## src/rtl/serial_deserializer_pkg.sv

```systemverilog
// Shared encodings for the serial deserializer holding-register FSM.
package serial_deserializer_pkg;

  typedef enum logic {
    EMPTY = 1'b0,
    FULL  = 1'b1
  } hold_state_e;

endpackage

```

## src/rtl/dff_rst_bank.sv

```systemverilog
// Bank of D flip-flops with load enable and asynchronous active-low reset.
module dff_rst_bank #(
  parameter int unsigned WIDTH = 8
) (
  input  logic             clk,
  input  logic             rst_n,
  input  logic             en,
  input  logic [WIDTH-1:0] d,
  output logic [WIDTH-1:0] q
);

  always_ff @(posedge clk or negedge rst_n) begin
    if (!rst_n) begin
      q <= '0;
    end else if (en) begin
      q <= d;
    end
  end

endmodule

```

## src/rtl/serial_deserializer.sv

```systemverilog
// Serial-in, parallel-out deserializer with a one-entry valid/ready holding register.
module serial_deserializer
  import serial_deserializer_pkg::*;
#(
  parameter int unsigned WIDTH     = 8,
  parameter bit          MSB_FIRST = 1'b1
) (
  input  logic                      clk,
  input  logic                      rst_n,
  input  logic                      sin,
  input  logic                      sin_valid,
  input  logic                      clear,
  output logic [WIDTH-1:0]          dout,
  output logic                      dout_valid,
  input  logic                      dout_ready,
  output logic [$clog2(WIDTH)-1:0]  bit_cnt,
  output logic                      overrun
);

  localparam int unsigned CNT_W = $clog2(WIDTH);

  logic [WIDTH-1:0] sreg_q;
  logic [WIDTH-1:0] sreg_d;
  logic             sreg_en_c;
  logic [CNT_W-1:0] bit_cnt_q;
  logic [CNT_W-1:0] bit_cnt_d;
  logic             word_done_c;
  logic             load_c;
  logic             overrun_q;
  logic             overrun_d;
  hold_state_e      state_q;
  hold_state_e      state_d;

  // Shift path and bit counter; clear wins over an incoming bit.
  always_comb begin
    sreg_en_c   = clear | sin_valid;
    sreg_d      = sreg_q;
    bit_cnt_d   = bit_cnt_q;
    word_done_c = 1'b0;
    if (clear) begin
      sreg_d    = '0;
      bit_cnt_d = '0;
    end else if (sin_valid) begin
      if (MSB_FIRST) begin
        sreg_d = {sreg_q[WIDTH-2:0], sin};
      end else begin
        sreg_d = {sin, sreg_q[WIDTH-1:1]};
      end
      if (bit_cnt_q == CNT_W'(WIDTH - 1)) begin
        word_done_c = 1'b1;
        bit_cnt_d   = '0;
      end else begin
        bit_cnt_d = bit_cnt_q + CNT_W'(1);
      end
    end
  end

  dff_rst_bank #(.WIDTH(WIDTH)) u_sreg (
    .clk   (clk),
    .rst_n (rst_n),
    .en    (sreg_en_c),
    .d     (sreg_d),
    .q     (sreg_q)
  );

  // Holding FSM: a completed word replaces the held one only if it drains this edge.
  always_comb begin
    state_d   = state_q;
    load_c    = 1'b0;
    overrun_d = overrun_q;
    case (state_q)
      EMPTY: begin
        if (word_done_c) begin
          load_c  = 1'b1;
          state_d = FULL;
        end
      end
      FULL: begin
        if (dout_ready) begin
          if (word_done_c) begin
            load_c = 1'b1;
          end else begin
            state_d = EMPTY;
          end
        end else if (word_done_c) begin
          overrun_d = 1'b1;
        end
      end
      default: state_d = EMPTY;
    endcase
  end

  dff_rst_bank #(.WIDTH(WIDTH)) u_hold (
    .clk   (clk),
    .rst_n (rst_n),
    .en    (load_c),
    .d     (sreg_d),
    .q     (dout)
  );

  always_ff @(posedge clk or negedge rst_n) begin
    if (!rst_n) begin
      state_q   <= EMPTY;
      bit_cnt_q <= '0;
      overrun_q <= 1'b0;
    end else begin
      state_q   <= state_d;
      bit_cnt_q <= bit_cnt_d;
      overrun_q <= overrun_d;
    end
  end

  assign dout_valid = (state_q == FULL);
  assign bit_cnt    = bit_cnt_q;
  assign overrun    = overrun_q;

endmodule

```

## config.mk

```make
export PLATFORM = sky130hd
export DESIGN_NAME = serial_deserializer
export DESIGN_NICKNAME = d
export VERILOG_FILES = /design/src/rtl/serial_deserializer_pkg.sv /design/src/rtl/dff_rst_bank.sv /design/src/rtl/serial_deserializer.sv
export SDC_FILE = /design/constraint.sdc
export NUM_CORES = 1
export LEC_CHECK = 0
export ABC_AREA = 1
export ABC_CLOCK_PERIOD_IN_PS = 1300
export CORE_MARGIN = 2
export CORE_UTILIZATION = 46
export CTS_BUF_LIST = sky130_fd_sc_hd__clkbuf_4
export DETAILED_ROUTE_END_ITERATION = 10
export GPL_TIMING_DRIVEN = 1
export HOLD_SLACK_MARGIN = 0.15
export PLACE_DENSITY = 0.81
export SLEW_MARGIN = 10
export SYNTH_ARGS = -nofsm -noshare
export SYNTH_HDL_FRONTEND = slang
export SYNTH_SLANG_ARGS = --single-unit
```

## constraint.sdc

```tcl
create_clock -name clk -period 1.3 [get_ports clk]
set_input_delay 0.26 -clock clk [delete_from_list [all_inputs] [get_ports clk]]
set_output_delay 0.26 -clock clk [all_outputs]
set_load 0.05 [all_outputs]
```

== Word-level counts from Yosys, hierarchy flattened ==
Index checks and enable logic that the tools add are counted.
W data, S select, Z words.

* Output and inout port bits: 13
* Logic and storage cells: 25
* Flip-flop bits (word level): 21
* Input port bits: 6

* Reductions and logical operators: 2
* Eq/ne operators: 1
* Bitwise operators: 3
* Add/subtract/negate cells: 1
* Muxes and demuxes: 13

{| class="wikitable"
|+ Operators by type and width
! cell !! count
|-
| $mux W8 || 2
|-
| $mux W3 || 3
|-
| $mux W1 || 6
|-
| $pmux W1 S2 || 2
|-
| $add A3 B1 Y3 const B || 1
|-
| $eq A3 B3 Y1 const B || 1
|-
| $reduce_and A3 Y1 || 1
|-
| $not A1 Y1 || 2
|-
| $reduce_bool A2 Y1 || 1
|-
| $or A1 B1 Y1 || 1
|}

== Logic depth before layout (Yosys ltp) ==
* Depth in word-level cells: 7
* Mapped depth: 7
* Depth with buffers taken out: 7

== By module ==
A second synthesis with hierarchy kept.

* Cell total of the unflattened synthesis: 125
* Area, all modules: 968.4 um^2

{| class="wikitable"
|+ By module, submodules not included
! module !! cells an instance !! times used !! area an instance (um^2) !! sequential area each (um^2)
|-
| dff_rst_bank || 34 || 2 || 305.3 || 200.2
|-
| serial_deserializer || 57 || 1 || 357.8 || 125.1
|}

== Worst setup path after synthesis ==
No wires, ideal clock.

* Kind: reg2reg
* Start: reg bit_cnt_q[0] (netlist: bit_cnt[0])
* End: reg u_hold.q[0]
* Arrival: 1.447 ns
* Buffers on the path: 0
* Setup slack: -0.265 ns
* Period minus slack after synthesis: 1.565 ns
* Required time: 1.182 ns
* Stages on the path, launching flop included: 8
* Library setup time: 0.118 ns
* Cell sequence: dfrtp_1 > ha_1 > ha_1 > nand2_1 > nor2_1 > nand2_1 > nand2_1 > nand2_1

* Cells in the longest elaborated chain, start to end: 7

{| class="wikitable"
|+ Ends and longest elaborated chain
! item !! RTL line !! source
|-
| from (decl) || serial_deserializer.sv:25 || <nowiki>logic [CNT_W-1:0] bit_cnt_q;</nowiki>
|-
| from (signal assigned) || serial_deserializer.sv:108 || <nowiki>bit_cnt_q <= bit_cnt_d;</nowiki>
|-
| $eq A3 B3 Y1 (*) || serial_deserializer.sv:49 || <nowiki>if (bit_cnt_q == CNT_W'(WIDTH - 1)) begin</nowiki>
|-
| $mux W1 (*) || serial_deserializer.sv:49 ||
|-
| $mux W1 (*) || serial_deserializer.sv:43 || <nowiki>end else if (sin_valid) begin</nowiki>
|-
| $mux W1 (*) || serial_deserializer.sv:40 || <nowiki>if (clear) begin</nowiki>
|-
| $mux W1 (*) || serial_deserializer.sv:73, serial_deserializer.sv:80 ||
|-
| $mux W1 || serial_deserializer.sv:79 || <nowiki>if (dout_ready) begin</nowiki>
|-
| $pmux W1 S2 (*) || serial_deserializer.sv:71 || <nowiki>case (state_q)</nowiki>
|-
| to (signal assigned) || dff_rst_bank.sv:14 || <nowiki>q <= '0;</nowiki>
|-
| to (signal assigned) || dff_rst_bank.sv:16 || <nowiki>q <= d;</nowiki>
|-
| to (decl) || dff_rst_bank.sv:9 || <nowiki>output logic [WIDTH-1:0] q</nowiki>
|}

Mark *: on every way between the ends. The rest lies on a longest branch, timed or not.
A chain may end at the register's enable or synchronous reset.

== Worst setup path after layout ==
* Start: reg bit_cnt_q[0] (netlist: bit_cnt[0])
* End: out bit_cnt[0]

{| class="wikitable"
|+ RTL lines
! item !! RTL line !! source
|-
| to (decl) || serial_deserializer.sv:16 || <nowiki>output logic [$clog2(WIDTH)-1:0] bit_cnt,</nowiki>
|}

No word-level cell between the ends.

==> impl_results.html <==
<table>
<tr><th>Metric</th><th>Value</th></tr>
<tr><th colspan="2">Run status</th></tr>
<tr><td>Result of the run</td><td>finished clean</td></tr>
<tr><th colspan="2">Timing</th></tr>
<tr><td>Setup repair after global routing missed its margin</td><td>yes</td></tr>
<tr><td>Final critical-path setup slack</td><td>0.01439 ns</td></tr>
<tr><td>Worst clock skew</td><td>0.007789 ns</td></tr>
<tr><td>Setup violations, final</td><td>0</td></tr>
<tr><td>Number of max-slew violations in the final report</td><td>0</td></tr>
<tr><td>Share of the cycle needed by the critical path after routing</td><td>98.89%</td></tr>
<tr><td>Maximum operating frequency</td><td>0.7778 GHz</td></tr>
<tr><td>Worst slew margin relative to its limit</td><td>76.60%</td></tr>
<tr><td>Final min period</td><td>1.286 ns</td></tr>
<tr><td>Worst hold-check slack</td><td>0.2936 ns</td></tr>
<tr><td>Slew at the pin with the worst max-slew slack</td><td>0.3499 ns</td></tr>
<tr><td>Hold violation count in the final report</td><td>0</td></tr>
<tr><th colspan="2">Die</th></tr>
<tr><td>Die Y-Extent</td><td>48.47 um</td></tr>
<tr><td>Die X-Extent</td><td>48.47 um</td></tr>
<tr><td>Number of placed I/O pins</td><td>19</td></tr>
<tr><td>Die ar.</td><td>2349 um^2</td></tr>
<tr><td>Placeable core region</td><td>1922 um^2</td></tr>
<tr><td>Effective utilization at floorplan</td><td>47.33%</td></tr>
<tr><td>Standard-cell rows</td><td>16</td></tr>
<tr><th colspan="2">Yosys</th></tr>
<tr><td>Post-synthesis instance area</td><td>909.6 um^2</td></tr>
<tr><td>Leading register cell type out of synthesis</td><td>dfrtp_1</td></tr>
<tr><td>Post-Syn Instances</td><td>97</td></tr>
<tr><td>Async S/R FF share, synth</td><td>100.0%</td></tr>
<tr><td>Average instance area after synthesis</td><td>9.378 um^2</td></tr>
<tr><td>Cell taking the most area after synthesis</td><td>dfrtp_1</td></tr>
<tr><td>Proportion of synthesized chip area in sequential cells</td><td>57.77%</td></tr>
<tr><td>Distinct cell type count after synthesis</td><td>13</td></tr>
<tr><td>Count leader, synth</td><td>nand2_1</td></tr>
<tr><td>Commonest cells post-synth</td><td>nand2_1 (43), dfrtp_1 (21), nand3_1 (10)</td></tr>
<tr><td>Number of enable-type register cells in the synthesized netlist</td><td>0</td></tr>
<tr><td>Synth Register Bits</td><td>21</td></tr>
<tr><td>Portion of synthesized cell area occupied by the leading cell type</td><td>57.77%</td></tr>
<tr><td>Post-synthesis net count</td><td>105</td></tr>
<tr><td>Ranking of synthesized cells by area</td><td>dfrtp_1 (58%), nand2_1 (18%), nand3_1 (5.5%)</td></tr>
<tr><td>Synth warn</td><td>0</td></tr>
<tr><th colspan="2">Setup path</th></tr>
<tr><td>Critical path depth in cells</td><td>2</td></tr>
<tr><td>Kind of cell adding the most delay to the critical path</td><td>flip-flops</td></tr>
<tr><td>Startpoint of the worst register-to-register path</td><td>bit_cnt[0]</td></tr>
<tr><td>Delay contributed by the slowest stage of the critical path</td><td>0.45 ns</td></tr>
<tr><td>Capturing element of the worst setup path</td><td>bit_cnt[0]</td></tr>
<tr><td>Max stage delay cell, worst path</td><td>dfrtp_2</td></tr>
<tr><td>List of cells traversed by the critical path</td><td>buf_6 &gt; buf_12</td></tr>
<tr><td>Critical path arrival</td><td>1.03 ns</td></tr>
<tr><td>Endpoint of the most critical register-to-register path</td><td>u_hold.q[2]</td></tr>
<tr><td>Number of buffers and inverters on the critical path</td><td>2</td></tr>
<tr><td>Endpoint type of the worst setup path</td><td>output port</td></tr>
<tr><td>Worst setup path startpoint</td><td>bit_cnt[0]</td></tr>
<tr><td>Required time at the worst-slack endpoint</td><td>1.04 ns</td></tr>
<tr><td>Register-to-register setup slack</td><td>0.05 ns</td></tr>
<tr><td>Kind of start point of the critical path</td><td>flip-flop</td></tr>
<tr><td>Worst Path Class, Setup</td><td>flip-flop to output port</td></tr>
<tr><td>Worst reg-to-reg path cell count</td><td>7</td></tr>
<tr><td>Peak fanout along the critical path</td><td>3</td></tr>
<tr><th colspan="2">Power and ir drop</th></tr>
<tr><td>Switching power as a share of total power</td><td>25.41%</td></tr>
<tr><td>Clock power frac</td><td>28.2%</td></tr>
<tr><td>Max IR drop VDD</td><td>0.7592 mV</td></tr>
<tr><td>Part of the total power dissipated in combinational logic</td><td>12.5%</td></tr>
<tr><td>Leakage Power</td><td>0.0006947 uW</td></tr>
<tr><td>Power after layout</td><td>1132 uW</td></tr>
<tr><td>Sequential share of power</td><td>59.4%</td></tr>
<tr><td>Design internal power</td><td>844.2 uW</td></tr>
<tr><td>Power density over the cells</td><td>806.2 nW/um^2</td></tr>
<tr><td>P_sw</td><td>287.5 uW</td></tr>
<tr><th colspan="2">Final layout</th></tr>
<tr><td>Count of antenna diodes in the layout</td><td>0</td></tr>
<tr><td>Layout cells sized above 1</td><td>40.80%</td></tr>
<tr><td>Area Growth Syn to Fin</td><td>54.33%</td></tr>
<tr><td>Final core area utilization</td><td>73.05%</td></tr>
<tr><td>Net count of the finished layout</td><td>134</td></tr>
<tr><td>Layout filler cell count</td><td>147</td></tr>
<tr><th colspan="2">Detailed routing</th></tr>
<tr><td>Via count</td><td>743</td></tr>
<tr><td>First drt pass iteration count</td><td>4</td></tr>
<tr><td>Detail-routed net length per standard cell</td><td>12.38 um</td></tr>
<tr><td>Total Wirelength</td><td>1.881 mm</td></tr>
<tr><td>Violation count after the first detailed-routing iteration</td><td>18</td></tr>
<tr><td>Remaining antenna violation count</td><td>0</td></tr>
<tr><td>Average vias per placed instance</td><td>4.888</td></tr>
<tr><td>DRC violation count after routing</td><td>0</td></tr>
<tr><th colspan="2">Placed design</th></tr>
<tr><td>Count of input and output buffers</td><td>18</td></tr>
<tr><td>GP Congestion</td><td>0.7540</td></tr>
<tr><td>Placement Setup Slack</td><td>-0.2063 ns</td></tr>
<tr><td>Detailed-placement wirelength estimate</td><td>1.385 mm</td></tr>
<tr><th colspan="2">Global routing</th></tr>
<tr><td>Overflow after GRT</td><td>0</td></tr>
<tr><td>Number of antenna violations at the first check in global routing</td><td>0</td></tr>
<tr><td>Vias in the first global route</td><td>751</td></tr>
<tr><td>Largest net degree at the start of global routing</td><td>22</td></tr>
<tr><td>Global-route wire length before repair</td><td>3.415 mm</td></tr>
<tr><td>GRT Overall Usage</td><td>18.97%</td></tr>
<tr><th colspan="2">Min path</th></tr>
<tr><td>HP Class</td><td>primary input to async pin</td></tr>
<tr><th colspan="2">Clock network</th></tr>
<tr><td>TritonCTS Sinks</td><td>21</td></tr>
<tr><td>Number of buffers created by CTS</td><td>3</td></tr>
<tr><td>Clk slew on worst S/H paths</td><td>0.12 ns</td></tr>
<tr><td>Master cell of the clock root buffer</td><td>clkbuf_4</td></tr>
<tr><td>Source-to-sink clock delay at the later pin of the worst-skew pair</td><td>0.31 ns</td></tr>
<tr><td>Bufs on Longest Clock Path</td><td>2</td></tr>
<tr><td>TritonCTS clock tree</td><td>done</td></tr>
<tr><td>Depth of the CTS H-tree</td><td>1</td></tr>
<tr><th colspan="2">Job</th></tr>
<tr><td>Number of violations of the max-capacitance limit</td><td>0</td></tr>
</table>
[kinds of logic after synthesis]
| logic type | synth area share, % |
|---|---|
| AOI/OAI and AO/OA | 0.8256 |
| adders and majority gates | 2.751 |
| buffers and inverters | 5.226 |
| DFF | 57.77 |
| and+or+nand+nor | 33.42 |
[layout make-up]
| type | instances | area, um^2 | share of cell area, % |
|---|---|---|---|
| Inverter | 3 | 11.26 | 0.8021 |
| Sequential cell | 21 | 529.3 | 37.70 |
| Clock inverter | 1 | 5.005 | 0.3565 |
| Clock buffer | 3 | 22.52 | 1.604 |
| Timing Repair Buffer | 27 | 397.9 | 28.34 |
| Tap cell | 27 | 33.78 | 2.406 |
| Multi-Input combinational cell | 70 | 404.1 | 28.79 |
[worst register-to-register path, cell delays in order, from the launching register on]
cell and delay, ns:
dfrtp_2 0.42, ha_4 0.15, ha_4 0.15, nand2_4 0.06, nor2_4 0.14, nand2_4 0.11
nand2_2 0.10, nand2_2 0.05
[sequential cells by signal, indices dropped and copies added, names as in the netlist]
name / count
u_sreg.q: 8
u_hold.q: 8
dout_valid: 1
overrun: 1
bit_cnt: 3
[power by group through the flow]
| stage | combinational [uW] | sequential [uW] | clock (uW) |
|---|---|---|---|
| after floorplan | 38.8 | 703 | 0 |
| after global placement | 132 | 683 | 0 |
| after detailed placement | 137 | 684 | 0 |
| after CTS | 140 | 672 | 327 |
| after global routing | 154 | 673 | 352 |
| final | 141 | 672 | 319 |
[layer usage]
layer  vias up  global-route usage [%]  part of all wire, %
li1        357                       -                    -
met1       359                   24.59                   44
met2        22                   29.86                   48
met3         5                   4.321                  5.6
met4         0                   10.00                  2.2
met5         -                       0                    0
[through the flow]
stage / std cells / TNS (ns) / cell area [um^2]
after floorplan: 97 / -0.1690 / 940.9
after global placement: 147 / -2.158 / 1321
after detailed placement: 147 / -2.750 / 1321
after CTS: 151 / 0 / 1356
after global routing: 152 / -0.1174 / 1404
final: 152 / 0 / 1404
[how the worst min path moves through the flow]
stage                       end        start  slack (ns)
detailed placement  u_sreg.q[7]  u_sreg.q[7]        0.46
floorplan            bit_cnt[0]        rst_n       -0.04
global placement    u_sreg.q[7]  u_sreg.q[7]        0.47
CTS                  dout_valid        rst_n        0.29
finish              u_sreg.q[3]        rst_n        0.29
global route        u_sreg.q[3]        rst_n        0.32
[layout by cell type, fill, tap and decap left out, drive strengths merged]
| master | netlist | layout |
|---|---|---|
| clkbuf | 1 | 3 |
| nand3 | 12 | 12 |
| inv | 3 | 3 |
| dfrtp | 21 | 21 |
| ha | 2 | 2 |
| o21bai | 1 | 1 |
| buf | 2 | 22 |
| nor2 | 5 | 5 |
| nand2 | 50 | 50 |
| clkinv | 0 | 1 |
| clkdlybuf4s50 | 0 | 5 |
[timing repair]
item	CTS	global route
pin swaps	0	5
endpoints found under the setup margin	2	10
hold buffers	0	0
resized for setup	2	12
setup buffers	0	1
Power figures use the tool's default switching activity.
==> RTL change 1 (same settings) <==
`WIDTH` is set to 8 in 2 places; all go to 32.
--- a/src/rtl/dff_rst_bank.sv
+++ b/src/rtl/dff_rst_bank.sv
@@ -2,3 +2,3 @@
 module dff_rst_bank #(
-  parameter int unsigned WIDTH = 8
+  parameter int unsigned WIDTH = 32
 ) (
--- a/src/rtl/serial_deserializer.sv
+++ b/src/rtl/serial_deserializer.sv
@@ -4,3 +4,3 @@
 #(
-  parameter int unsigned WIDTH     = 8,
+  parameter int unsigned WIDTH     = 32,
   parameter bit          MSB_FIRST = 1'b1
Interface: changed (resized bit_cnt and dout); port bits go from 19 to 45. No check against the original RTL was run, so the function may have changed too.
==> RTL change 1 against the unedited design <==
The run now ends with setup timing left; highest routed layer unchanged; worst setup slack lost 0.34 ns; area after synthesis grew to 3.2 times the old value; sequential power grew to 3.4 times the old value; power grew to 4.1 times the old value; global-route usage grew 1.5 points; final area grew to 3.1 times the old value; sequential cell count grew 50; wire length grew to 3.6 times the old value.
==> RTL change 1: results <==
route:
  drtIter0Drc: 231
  wire_per_inst_um: 14.31
  dr.pass1.iters: 5
  drt-total-wl_um: 6842
  viasPerCell: 5.031
clocking:
  clk_path_buf_depth: 2
  root_buffer: "clkbuf_4"
  htreeDepth: 3
  cts-buffers-inserted: 9
  clkTransAtPathRegs_ns: 0.11
  insertion_delay_ns: 0.41
grt:
  grt_util_met3_pct: 5.045
  grt_max_degree: 72
  grt_pass1_vias: 2407
  met2_usage_pct: 32.68
  grtUsageTotal_pct: 20.50
  grt_pass1_wl_um: 11380
  antenna_found_initial: 0
  met1_usage_pct: 26.72
yosys:
  synth_commonest_cells: "166 x nand2_1, 71 x dfrtp_1, 36 x nand3_1"
  synth_edf_count: 0
  yosys_most_used_dff: "dfrtp_1"
  syn_avg_cell_area_um2: 9.208
  ys_warn_count: 0
  yosysSeqAreaShare_pct: 60.30
  async_reset_ff_share_pct: 100.0
  syn-num-nets: 328
  ys_top_cells_by_area: "dfrtp_1 60%, nand2_1 21%, nand3_1 6.1%"
  synth_cell_types: 20
cells_and_area:
  final_nets: 405
  antennaDiodeCount: 0
  fillers: 426
  drive_gt1_share_pct: 33.17
  multi_input_area_mm2: 0.001090
critical_path:
  ff2ff_path_depth: 12
  r2r-end: "bit_cnt[2]"
  timing.rr.start: "bit_cnt[1]"
  crit_fanout: 2
  cp.arrival_ns: 1.97
place:
  place_area_mm2: 0.003960
  placed_cells: 443
  preCtsSetupSlack_ns: -0.3120
  place_congestion: 0.7518
  dp_hpwl_um: 4034
  port_buffers: 44
run_status:
  violations: "setup timing"
  outcome: "finished with violations"
timing:
  skew_ns: 0.01312
  worst_hold_slack_ns: 0.4103
  setup_tns_ns: -10.86
  setup_violations: 42
  layout_setup_ws_ns: -0.3236
  tightest_slew_ns: 0.3671
power:
  power_leakage_nw: 2.324
  ir_worst_vdd_mv: 0.6847
min_path:
  hold_class: "in -> async"
RTL change 1: logic make-up (layout without fill, tap and decap cells):
kind of cell             after synthesis  after routing  synth area share, %
AND/OR/NAND/NOR                      221            221                32.14
adder cells (fa/ha/maj)                2              2               0.8491
flip-flops                            71             71                60.30
buffers and inverters                 23            104                6.029
AO/OA/AOI/OAI                          3              3               0.6794
RTL change 1: layout make-up:
type | instances | share of cell area (%)
clock buffers | 11 | 1.869
multi-input cells | 226 | 24.67
repair buffers | 82 | 28.24
flip-flops and latches | 71 | 40.30
inverters | 7 | 0.5947
well taps | 77 | 2.181
clock inverters | 4 | 2.152
RTL change 1: how the worst max path moves through the flow:
stage | from | to | cells past startpoint
after global placement | sin_valid | bit_cnt[2] | 7
final | bit_cnt[1] | bit_cnt[2] | 12
after global routing | bit_cnt[0] | u_hold.q[11] | 10
after CTS | bit_cnt[1] | u_hold.q[15] | 10
after detailed placement | sin_valid | bit_cnt[2] | 7
after floorplan | bit_cnt[0] | u_hold.q[10] | 10
RTL change 1: routing by layer:
| layer | up-vias | share of wire, % |
|---|---|---|
| met4 | 0 | 2.1 |
| li1 | 1148 | - |
| met5 | - | 0 |
| met3 | 14 | 3.8 |
| met2 | 66 | 52 |
| met1 | 1177 | 42 |
RTL change 1: power by group:
part           switching, mW  internal, mW
Combinational          0.341         0.315
Sequential            0.0331          2.24
Clock                  0.745          1.01
Total                   1.12          3.56
RTL change 1: repair_timing:
item / CTS / global route
resized for setup: 10 / 26
buffers inserted: 5 / 13
endpoints found under the setup margin: 41 / 60
gates cloned: 1 / 0
hold endpoints to repair: 71 / 0
hold buffers: 1 / 0
pin swaps: 6 / 3
RTL change 1: worst max-delay path, cell delays in order (launching register included):
cell	delay, ns
dfrtp_2	0.44
ha_4	0.18
nand2_4	0.06
nor2_2	0.04
ha_2	0.20
buf_6	0.12
buf_4	0.12
buf_6	0.12
nor2_2	0.06
nand2_1	0.06
nand2_1	0.05
o21ai_1	0.07
inv_1	0.06
==> RTL change 2 (same settings) <==
Without the edit above. Make the reset (`rst_n`) synchronous in 2 clocked blocks. Comments in the files are not updated.
--- a/src/rtl/dff_rst_bank.sv
+++ b/src/rtl/dff_rst_bank.sv
@@ -11,3 +11,3 @@
 
-  always_ff @(posedge clk or negedge rst_n) begin
+  always_ff @(posedge clk) begin
     if (!rst_n) begin
--- a/src/rtl/serial_deserializer.sv
+++ b/src/rtl/serial_deserializer.sv
@@ -100,3 +100,3 @@
 
-  always_ff @(posedge clk or negedge rst_n) begin
+  always_ff @(posedge clk) begin
     if (!rst_n) begin
Function: differs if rst_n is asserted again (counterexample within 4 cycles, from zero or initial values and one cycle with rst_n low); with rst_n held inactive, the same outputs for 10 cycles.
==> RTL change 2 against the unedited design <==
Critical path depth increased by 6; area after synthesis decreased by 4.3%; via count up 13%; final area fell by 2.1%; utilization is 5.7 points higher; combinational power is 37% lower; non-clock buffer count up 1; power shrank 5.0%; global-route usage is 0.81 points higher; worst setup slack improved by 0.022 ns; wire length up 4.0%; sequential cell count is the same; worst hold slack improved by 0.19 ns; largest power group unchanged.
==> RTL change 2: results <==
route:
  viasPerCell: 4.740
  wire_per_inst_um: 11.06
  drtIter0Drc: 13
  dr.pass1.iters: 4
yosys:
  yosysSeqAreaShare_pct: 48.28
  synth_edf_count: 0
  synth_cell_types: 14
  syn_avg_cell_area_um2: 7.138
  ys_warn_count: 0
  syn-num-nets: 130
  ys_top_cells_by_area: "dfxtp_1 48%, nand2_1 16%, a21oi_1 7.5%"
  async_reset_ff_share_pct: 0
  synth_commonest_cells: "38 x nand2_1, 21 x dfxtp_1, 17 x nor2_1"
clocking:
  root_buffer: "clkbuf_4"
  insertion_delay_ns: 0.31
  htreeDepth: 1
  clk_path_buf_depth: 2
  clkTransAtPathRegs_ns: 0.11
  cts-buffers-inserted: 3
min_path:
  hold_class: "reg -> reg"
cells_and_area:
  fin_util_pct: 78.78
  drive_gt1_share_pct: 30.26
  antennaDiodeCount: 0
  final_nets: 161
  instances_no_fill: 177
  fillers: 120
place:
  placed_cells: 168
  place_area_mm2: 0.001275
  preCtsSetupSlack_ns: -0.1942
  place_congestion: 0.8163
  dp_hpwl_um: 1336
  port_buffers: 18
critical_path:
  cp.arrival_ns: 1.52
  crit_fanout: 8
grt:
  grt_pass1_wl_um: 3042
  grtUsageTotal_pct: 19.78
  antenna_found_initial: 0
  grt_pass1_vias: 727
  grt_max_degree: 17
power:
  ir_worst_vdd_mv: 0.7075
  power_leakage_nw: 0.6337
timing:
  skew_ns: 0.002437
  tightest_slew_ns: 0.2829
run_status:
  outcome: "finished clean"
RTL change 2: path summary, 6_finish.rpt:
check | start | end | slack, ns | cells past startpoint
worst min-delay path | u_sreg.q[7] | u_sreg.q[7] | 0.48 | 2
worst min register to register | u_sreg.q[7] | u_sreg.q[7] | 0.48 | 2
worst max-delay path | bit_cnt[0] | u_hold.q[3] | 0.04 | 8
worst max register to register | bit_cnt[0] | u_hold.q[3] | 0.04 | 8
RTL change 2: final cells by class:
type	count	share of cell area [%]
well taps	25	2.275
inverters	14	3.822
multi-input cells	85	32.48
repair buffers	28	28.03
clock buffers	4	2.184
flip-flops and latches	21	31.21
RTL change 2: cells by family (layout without fill, tap and decap cells):
group,Yosys count,in the layout,share of synthesized area [%]
AO/OA/AOI/OAI,13,13,7.471
adder cells (fa/ha/maj),2,2,2.873
buffers and inverters,17,46,8.477
flip-flops,21,21,48.28
AND/OR/NAND/NOR,69,70,32.90
RTL change 2: timing repair:
item / 4_1_cts / 5_1_grt
endpoints found under the setup margin: 0 / 9
resized for setup: 0 / 11
setup buffers: 0 / 4
RTL change 2: metal layers:
| layer | routed length [um] | share of wire [%] | GRT usage (%) |
|---|---|---|---|
| met2 | 994 | 51 | 31.89 |
| met4 | 42 | 2.1 | 6.667 |
| met1 | 853 | 44 | 24.71 |
| met5 | 0 | 0 | 0 |
| met3 | 67 | 3.4 | 6.792 |
RTL change 2: critical path, cell delays in order (launching register included):
cell	delay, ns
dfxtp_4	0.39
ha_4	0.13
ha_4	0.13
nand2_4	0.05
nor2_4	0.16
nand2_4	0.11
nand2_2	0.09
nand2_2	0.05
nor2_2	0.09
RTL change 2: power breakdown:
group	internal (mW)	switching [mW]	leakage, nW
sequential	0.644	0.00327	0.171
combinational	0.0409	0.0476	0.444
clock	0.141	0.199	0.0184
total	0.825	0.250	0.634
RTL change 2: through the flow:
| stage | hold slack (ns) | total power, mW |
|---|---|---|
| after floorplan | 0.4191 | 0.6975 |
| after global placement | 0.4562 | 0.7413 |
| after detailed placement | 0.4690 | 0.7427 |
| after CTS | 0.4826 | 1.069 |
| after global routing | 0.5136 | 1.113 |
| final | 0.4840 | 1.075 |
